### src/rtl/crc_pkg.sv
// Shared CRC-8 constants, FSM state type and the single-bit LFSR step used by the
// serial CRC checker and generator.
package crc_pkg;

   localparam logic [7:0] CRC_SEED  = 8'hD8;
   localparam logic [7:0] CRC_TAPS  = 8'b01000100;
   localparam int         CRC_WIDTH = 8;

   typedef enum logic [1:0] {
      IDLE    = 2'd0,
      PAYLOAD = 2'd1,
      CHECK   = 2'd2
   } crc_state_t;

   // Feedback enters bit 7; each tap bit j XORs the feedback into bit j.
   function automatic logic [7:0] crc_step(input logic [7:0] lfsr, input logic d,
                                           input logic [7:0] taps = CRC_TAPS);
      logic       fb;
      logic [7:0] nxt;
      fb     = lfsr[0] ^ d;
      nxt[7] = fb;
      for (int unsigned j = 0; j < 7; j++) begin
         nxt[j] = lfsr[j+1] ^ (taps[j] & fb);
      end
      return nxt;
   endfunction

endpackage

### src/rtl/crc8_lfsr.sv
// CRC-8 LFSR register: seeded step at frame start, plain step during payload,
// zero-fill right shift while the CRC bits are compared.
module crc8_lfsr
   import crc_pkg::*;
#(
   parameter logic [7:0] SEED = CRC_SEED,
   parameter logic [7:0] TAPS = CRC_TAPS
) (
   input  logic       clk,
   input  logic       rst,
   input  logic       seed_step,
   input  logic       step,
   input  logic       shift,
   input  logic       d,
   output logic [7:0] lfsr
);

   always_ff @(posedge clk) begin
      if (rst) begin
         lfsr <= SEED;
      end else if (seed_step) begin
         lfsr <= crc_step(SEED, d, TAPS);
      end else if (step) begin
         lfsr <= crc_step(lfsr, d, TAPS);
      end else if (shift) begin
         lfsr <= {1'b0, lfsr[7:1]};
      end
   end

endmodule

### config.mk
export PLATFORM = sky130hd
export DESIGN_NAME = crc8_lfsr
export DESIGN_NICKNAME = d
export VERILOG_FILES = /design/src/rtl/crc_pkg.sv /design/src/rtl/crc8_lfsr.sv
export SDC_FILE = /design/constraint.sdc
export NUM_CORES = 1
export LEC_CHECK = 0
export BUFFER_PORTS_ARGS = -buffer_cell sky130_fd_sc_hd__buf_2
export CORE_MARGIN = 1.5
export CORE_UTILIZATION = 30
export DETAILED_ROUTE_END_ITERATION = 8
export PLACE_DENSITY = 0.58
export SLEW_MARGIN = 25
export SYNTH_ARGS = -nofsm -noshare
export SYNTH_HDL_FRONTEND = slang
export SYNTH_SLANG_ARGS = --single-unit
### constraint.sdc
create_clock -name clk -period 1.55 [get_ports clk]
set_input_delay 0.0775 -clock clk [delete_from_list [all_inputs] [get_ports clk]]
set_output_delay 0.0775 -clock clk [all_outputs]
set_load 0.03 [all_outputs]
==> results of run 1 <==
==> worst max-delay path, stage by stage (launching register included) <==
cell and delay, ns:
dfxtp_1 0.40, xnor2_1 0.16, or4b_1 0.49, a31oi_1 0.17
==> power groups by stage <==
stage / logic, mW / clock network, mW / registers (mW)
after floorplan: 0.0422 / 0 / 0.255
after global placement: 0.0939 / 0 / 0.232
after detailed placement: 0.0929 / 0 / 0.232
after CTS: 0.0929 / 0.165 / 0.228
after global routing: 0.0998 / 0.174 / 0.230
final: 0.0925 / 0.157 / 0.228
==> logic make-up after synthesis <==
family	Yosys count	share of synthesized area, %
AND/OR/NAND/NOR	10	15.1
buffers and inverters	7	7.07
multiplexers	6	15.8
AO/OA/AOI/OAI	10	18.6
XOR/XNOR	1	2.25
flip-flops	8	41.2
==> stage by stage <==
stage	cells	power, mW
after global routing	70	0.504
after CTS	70	0.486
after detailed placement	67	0.325
after global placement	67	0.326
after floorplan	42	0.297
final	70	0.478
==> synthesized netlist by cell type, drive strengths merged <==
library cell and n:
dfxtp 8, inv 5, mux2i 5, a21oi 2, a31oi 2, buf 2
nor2 2, nor3 2, a221o 1, a22oi 1, a32oi 1, mux2 1
nand2 1, nand3 1, nand4 1, nor3b 1, o211a 1, o21ai 1
o221ai 1, or3 1, or4b 1, xnor2 1
==> per-layer routing <==
layer  track usage [%]  up-vias  share of wire (%)
met5                 0        -                  0
met4              7.76        0                  0
met3              4.05        0                7.1
met2              18.8       12                 43
met1              16.0      163                 50
li1                  -      185                  -
==> cells in the final DEF (no fill, tap or decap), types with 2 or more instances in the layout <==
cell type,synthesis,final
inv_1,5,5
a31oi_1,2,2
a21oi_1,2,2
nor3_1,2,2
dfxtp_1,8,8
buf_2,1,13
clkbuf_4,0,3
mux2i_1,5,5
==> worst paths after layout <==
kind | startpoint | endpoint | slack [ns] | cells after the start
worst max-delay path | lfsr[0] | lfsr[2] | 0.26 | 3
worst min-delay path | rst | lfsr[2] | 0.06 | 2
worst min register to register | lfsr[4] | lfsr[3] | 0.53 | 2
worst max register to register | lfsr[0] | lfsr[2] | 0.26 | 3
==> final cells by class <==
type                            count  area, sq um
Tap cell                           14         17.5
Multi-Input combinational cell     27          201
Timing Repair Buffer               13         65.1
Inverter                            5         18.8
Clock buffer                        3         22.5
Sequential cell                     8          160
Fill cell                         117          671
==> flow_metrics.py, run 1 <==
metrics = {
    "timing": {
        "fmax_mhz": 775,
        "rsz0062_at_grt": "false",
        "fin_tns_setup_ns": 0,
        "relSlewSlack_pct": 73.5,
        "max_slew.worst_pin.slew_ns": 0.397,
        "fin_hold_ws_ns": 0.0630,
        "min_period_ns": 1.29,
        "setup_viol": 0,
        "final_hold_viol_count": 0,
        "slew_viol_final": 0,
        "skew_ns": 0.00646,
        "timing.final.ws_setup_ns": 0.259,
        "finalCritPeriodShare_pct": 83.3,
    },
    "clock_network": {
        "clock-sinks": 8,
        "h-tree-depth": 1,
        "cts_root_buffer": "clkbuf_4",
        "cts_tree": "yes",
        "numCtsBuffers": 3,
        "ctsResizeCount": 0,
        "clk-insertion-delay-late_ns": 0.25,
        "clk_path_buf_depth": 2,
        "hold_buffers": 0,
        "post_cts_buffers": 0,
        "path_clk_slew_ns": 0.06,
    },
    "synthesis": {
        "yosys.area.top_type": "dfxtp_1",
        "netlist.area_leader.share_pct": 41.2,
        "syn-num-nets": 48,
        "ys_ff_latch": 8,
        "yosysWarnings": 0,
        "syn_inst": 42,
        "yosysUniqueCellTypes": 24,
        "ys_seq_area_share_pct": 41.2,
        "synth_area_leaders": "dfxtp_1 41%, mux2i_1 13%, inv_1 4.8%",
        "avgSynthCellArea_sq_um": 9.26,
        "synth_area_sq_um": 389,
    },
    "cells_and_area": {
        "nNetsFinal": 64,
        "drive_above_1_share_pct": 32.1,
        "top_regs": "lfsr x8",
        "largest_reg_flops": 8,
        "syn2layout_area_growth_pct": 24.8,
        "diodes": 0,
        "stdcell_area_sq_um": 485,
        "largest_register": "lfsr",
        "utilization_pct": 42.0,
    },
    "worst_hold_path": {
        "min_path_type": "input pin to flop",
    },
    "global_routing": {
        "antenna_found_initial": 0,
        "grt_start_max_net_pins": 11,
        "grt_pass1_vias": 307,
        "grt_pass1_wl_mm": 1.31,
        "track_usage_pct": 12.8,
        "grt.overflow.total": 0,
    },
    "drt": {
        "wl_per_cell_microns": 11.4,
        "remaining_drc_errors": 0,
        "antenna_left": 0,
        "dr.pass1.iters": 2,
        "drt_iter0_markers": 5,
        "via_count": 360,
        "wirelength_microns": 798,
        "via_per_inst": 5.14,
    },
    "job": {
        "drv_cap": 0,
    },
    "floorplan": {
        "initial_core_util_pct": 33.7,
        "fp.dieW_microns": 39.0,
        "core_region_area_sq_mm": 0.00116,
        "pin_count": 14,
        "die_area_sq_mm": 0.00152,
        "row_count": 12,
        "die_h_microns": 39.0,
    },
    "power_and_ir_drop": {
        "power.switching_uw": 137,
        "pwr-share-comb_pct": 19.3,
        "ir_worst_vdd_uv": 372,
        "pwr_density_cell_mw_per_mm2": 984,
        "pwr-share-seq_pct": 47.7,
        "power.internal_uw": 341,
        "p_sw_share_pct": 28.7,
        "p_leak_nw": 0.215,
        "clkPwrFrac_pct": 32.9,
    },
    "placed_design": {
        "hpwl_microns": 596,
        "dpl_worst_slack_ns": 0.286,
        "port_buffers": 13,
        "place_area_sq_um": 463,
        "place.gp.congestion": 0.732,
    },
    "worst_setup_path": {
        "cp.required_ns": 1.73,
        "arrival_ns": 1.47,
        "cp-end-kind": "flop",
        "critPathLaunchType": "flop",
        "critPathKind": "flop to flop",
        "cp_max_fo": 5,
    },
    "run_status": {
        "status": "completed",
    },
}
(Power assumes the default switching activity.)
==> run 2, diff against run 1 <==
clock period = 1.2 ns   (was 1.55 ns; I/O delays follow)
==> flow_metrics.py, run 2 (synthesis gave the netlist of run 1 again) <==
metrics = {
    "run_status": {
        "status": "finished, violations left",
        "violations": "setup timing",
    },
    "cells_and_area": {
        "syn2layout_area_growth_pct": 36.7,
        "layout_commonest_cell": "buf_2",
        "diodes": 0,
        "top_regs": "lfsr x8",
        "final_cell_mix": "13 x buf_2, 5 x inv_1, 5 x mux2i_1, 5 x dfxtp_1, 3 x clkbuf_4",
        "drive_above_1_share_pct": 40.7,
        "largest_reg_flops": 8,
        "fillerInstances": 115,
        "utilization_pct": 46.0,
        "nNetsFinal": 66,
        "largest_register": "lfsr",
    },
    "global_routing": {
        "grt_pass1_wl_mm": 1.36,
        "use_met1_pct": 18.6,
        "met3_usage_pct": 5.20,
        "grt_start_max_net_pins": 11,
        "grt_pass1_vias": 308,
        "antenna_found_initial": 0,
        "track_usage_pct": 14.5,
        "met2_usage_pct": 17.1,
        "grt.overflow.total": 0,
        "busiest_layer": "met1",
    },
    "power_and_ir_drop": {
        "pwr_density_cell_mw_per_mm2": 1220,
        "pwr-share-seq_pct": 45.1,
        "ir_worst_vdd_uv": 555,
        "p_leak_nw": 0.233,
        "pwr-share-comb_pct": 19.8,
        "p_sw_share_pct": 29.5,
        "clkPwrFrac_pct": 35.1,
        "power.switching_uw": 191,
        "power.internal_uw": 458,
    },
    "worst_hold_path": {
        "whs_path_depth": 2,
        "min_path_type": "input pin to flop",
        "min_from": "rst",
        "whs_endpoint": "lfsr[0]",
    },
    "drt": {
        "remaining_drc_errors": 0,
        "drt_iter0_markers": 10,
        "wirelength_microns": 845,
        "via_count": 371,
        "dr.pass1.iters": 4,
        "antenna_left": 0,
        "wl_per_cell_microns": 11.6,
        "via_per_inst": 5.08,
    },
    "worst_setup_path": {
        "cp_max_fo": 4,
        "reg2reg_from": "lfsr[0]",
        "arrival_ns": 1.40,
        "startpoint": "lfsr[0]",
        "critPathLaunchType": "flop",
        "cp-end-kind": "flop",
        "r2r_cells": 3,
        "slowest_stage": "or4b_1",
        "path_buf_inv": 0,
        "rrSetupSlack_ns": -0.03,
        "cpLargestDelayFamily": "simple AND/OR/NAND/NOR gates",
        "crit_chain": "xnor2_4 > or4b_1 > a31oi_1",
        "slowest_delay_ns": 0.47,
        "r2r_end": "lfsr[2]",
        "critPathKind": "flop to flop",
        "cp.required_ns": 1.38,
    },
    "clock_network": {
        "clk-insertion-delay-late_ns": 0.26,
        "numCtsBuffers": 3,
        "clk_path_buf_depth": 2,
        "path_clk_slew_ns": 0.06,
        "cts_root_buffer": "clkbuf_4",
        "cts_tree": "yes",
        "hold_buffers": 0,
        "clock-sinks": 8,
        "h-tree-depth": 1,
    },
    "timing": {
        "slew_viol_final": 0,
        "final_hold_viol_count": 0,
        "max_slew.worst_pin.slew_ns": 0.382,
        "relSlewSlack_pct": 74.5,
        "setup_viol": 1,
        "rsz0062_at_grt": "true",
        "finalCritPeriodShare_pct": 102,
        "fin_tns_setup_ns": -0.0262,
        "min_period_ns": 1.23,
        "fin_hold_ws_ns": 0.0408,
        "skew_ns": 0.00888,
        "timing.final.ws_setup_ns": -0.0262,
        "fmax_mhz": 816,
    },
    "placed_design": {
        "port_buffers": 13,
        "hpwl_microns": 614,
        "place.gp.congestion": 0.706,
    },
    "job": {
        "drv_cap": 0,
    },
    "floorplan": {
        "fp.dieW_microns": 39.0,
        "pin_count": 14,
        "row_count": 12,
        "initial_core_util_pct": 33.7,
        "core_region_area_sq_mm": 0.00116,
        "die_h_microns": 39.0,
        "die_area_sq_mm": 0.00152,
    },
}
run 2: how the worst max path moves through the flow:
stage,to,cells past startpoint
detailed placement,lfsr[2],3
global placement,lfsr[2],3
floorplan,lfsr[2],3
finish,lfsr[2],3
CTS,lfsr[2],3
global route,lfsr[2],3
run 2: cell type report:
class / count / area, sq um / share of cell area [%]
Multi-Input combinational cell: 27 / 220 / 41.4
Sequential cell: 8 / 169 / 31.8
Timing Repair Buffer: 15 / 80.1 / 15.1
Clock buffer: 4 / 26.3 / 4.94
Inverter: 5 / 18.8 / 3.53
Tap cell: 14 / 17.5 / 3.29
run 2: repair_timing:
action	4_1_cts	5_1_grt
gates resized for setup	1	0
pin swaps	1	0
buffers inserted	0	0
endpoints found under the setup margin	1	1
endpoints found under the hold margin	0	0
run 2: stage by stage:
step	instance area, sq um	setup slack [ns]	std cells	total power [mW]
floorplan	405	-0.00189	42	0.384
global placement	494	-0.0313	69	0.424
detailed placement	494	0.00970	69	0.423
CTS	532	-0.0293	73	0.661
global route	532	-0.0702	73	0.687
finish	532	-0.0262	73	0.649
run 2: power by group through the flow:
stage	clock network (mW)	registers [mW]	logic, mW
6_report	0.228	0.292	0.129
5_1_grt	0.253	0.295	0.139
2_1_floorplan	0	0.328	0.0558
4_1_cts	0.240	0.293	0.129
3_3_place_gp	0	0.298	0.127
3_5_place_dp	0	0.298	0.124
run 2: layer usage:
metal	vias to the layer above	wire length, microns
li1	191	-
met1	160	413
met2	18	342
met3	2	78
met4	0	11
met5	-	0
==> run 3, diff against run 2 <==
RECOVER_POWER = 100   (was not set)
==> flow_metrics.py, run 3 (synthesis gave the netlist of run 1 again) <==
metrics = {
    "timing": {
        "setup_viol": 1,
        "relSlewSlack_pct": 74.9,
        "slew_viol_final": 0,
        "finalCritPeriodShare_pct": 102,
        "min_period_ns": 1.22,
        "timing.final.ws_setup_ns": -0.0216,
        "rsz0062_at_grt": "true",
        "fmax_mhz": 819,
        "final_hold_viol_count": 0,
        "skew_ns": 0.00645,
        "max_slew.worst_pin.slew_ns": 0.377,
    },
    "clock_network": {
        "clock-sinks": 8,
        "h-tree-depth": 1,
        "cts_root_buffer": "clkbuf_4",
        "numCtsBuffers": 3,
        "path_clk_slew_ns": 0.06,
        "cts_tree": "yes",
        "clk_path_buf_depth": 2,
        "post_cts_buffers": 0,
        "clk-insertion-delay-late_ns": 0.26,
    },
    "placed_design": {
        "place_area_sq_um": 494,
        "dpl_worst_slack_ns": 0.00970,
        "hpwl_microns": 614,
        "numPlacedInstances": 69,
        "place.gp.congestion": 0.706,
        "port_buffers": 13,
    },
    "cells_and_area": {
        "layout_commonest_cell": "clkbuf_1",
        "nNetsFinal": 66,
        "largest_register": "lfsr",
        "syn2layout_area_growth_pct": 34.4,
        "stdcell_area_sq_um": 523,
        "final_cell_mix": "8 x clkbuf_1, 5 x inv_1, 5 x mux2i_1, 5 x buf_2, 5 x dfxtp_1",
        "drive_above_1_share_pct": 28.8,
        "largest_reg_flops": 8,
        "finalNonFillerCells": 73,
        "diodes": 0,
        "top_regs": "lfsr x8",
    },
    "global_routing": {
        "grt.overflow.total": 0,
        "track_usage_pct": 14.5,
        "grt_pass1_wl_mm": 1.36,
        "grt_start_max_net_pins": 11,
        "antenna_found_initial": 0,
        "grt_pass1_vias": 308,
    },
    "drt": {
        "drt_iter0_markers": 7,
        "remaining_drc_errors": 0,
        "wl_per_cell_microns": 11.6,
        "antenna_left": 0,
        "via_per_inst": 5.21,
        "via_count": 380,
        "wirelength_microns": 850,
        "dr.pass1.iters": 4,
    },
    "worst_setup_path": {
        "critPathKind": "flop to flop",
        "slowest_stage": "or4b_1",
        "arrival_ns": 1.40,
        "slowest_delay_ns": 0.47,
        "cp_max_fo": 4,
        "critPathLaunchType": "flop",
        "crit_chain": "xnor2_4 > or4b_1 > a31oi_1",
        "cp-end-kind": "flop",
        "cp.required_ns": 1.38,
    },
    "run_status": {
        "violations": "setup timing",
        "status": "finished, violations left",
    },
    "floorplan": {
        "pin_count": 14,
        "row_count": 12,
        "die_h_microns": 39.0,
        "fp.dieW_microns": 39.0,
        "core_region_area_sq_mm": 0.00116,
        "die_area_sq_mm": 0.00152,
        "initial_core_util_pct": 33.7,
    },
    "job": {
        "drv_cap": 0,
    },
    "power_and_ir_drop": {
        "p_leak_nw": 0.214,
        "ir_worst_vdd_uv": 555,
        "pwr_density_cell_mw_per_mm2": 1230,
    },
    "worst_hold_path": {
        "min_path_type": "input pin to flop",
    },
}
## run 3: changes by cell type in the layout (fill, tap and decap cells not counted)
cell      delta
clkbuf_2     +1
o21ai_1      -1
o21ai_0      +1
buf_2        -8
clkbuf_1     +7
## run 3: report_power, final
group / total (mW) / switching [mW] / leakage (nW) / internal [mW]
clock network: 0.226 / 0.0980 / 0.0150 / 0.128
logic: 0.124 / 0.0781 / 0.132 / 0.0456
registers: 0.293 / 0.0132 / 0.0670 / 0.280
total: 0.642 / 0.189 / 0.214 / 0.453
## run 3: cell type report
cell class,instances,area [sq um]
multi-input combinational,27,220
fill,119,633
timing repair buffer,15,71.3
clock buffer,4,26.3
inverter,5,18.8
sequential,8,169
tap,14,17.5
## run 3: worst paths after layout
| kind | cells after the start | slack [ns] | end | from |
|---|---|---|---|---|
| hold reg to reg | 2 | 0.53 | lfsr[3] | lfsr[4] |
| setup / recovery | 3 | -0.02 | lfsr[2] | lfsr[0] |
| hold / removal | 2 | 0.04 | lfsr[0] | rst |
| setup reg to reg | 3 | -0.02 | lfsr[2] | lfsr[0] |
## run 3: critical path, delay by kind of cell, from the launching register on
family / cells / cell delay (ns)
xor gates and xnor gates: 1 / 0.14
DFF: 1 / 0.36
and+or+nand+nor: 1 / 0.47
AOI/OAI and AO/OA: 1 / 0.18
## run 3: metal layers
layer / GRT usage [%] / share of wire, % / routed length, microns
met5: 0 / 0 / 0
met4: 15.5 / 1.3 / 11
met3: 5.20 / 11 / 91
met2: 17.1 / 39 / 329
met1: 18.6 / 49 / 418
## run 3: per-stage QoR
step,power (mW),setup TNS (ns),utilization (%),hold WS [ns]
floorplan,0.384,-0.00189,-,0.127
global placement,0.424,-0.0313,42.7,0.309
detailed placement,0.423,0,42.7,0.315
CTS,0.661,-0.0293,46.0,0.0325
global route,0.683,-0.0702,45.2,0.0523
finish,0.642,-0.0216,45.2,0.0443
## run 3: repair_timing
| action | CTS | global route |
|---|---|---|
| hold buffers | 0 | 0 |
| cloned | 0 | 0 |
| pin swaps | 1 | 0 |
| hold endpoints to repair | 0 | 0 |
| resized for setup | 1 | 0 |
| endpoints found under the setup margin | 1 | 1 |
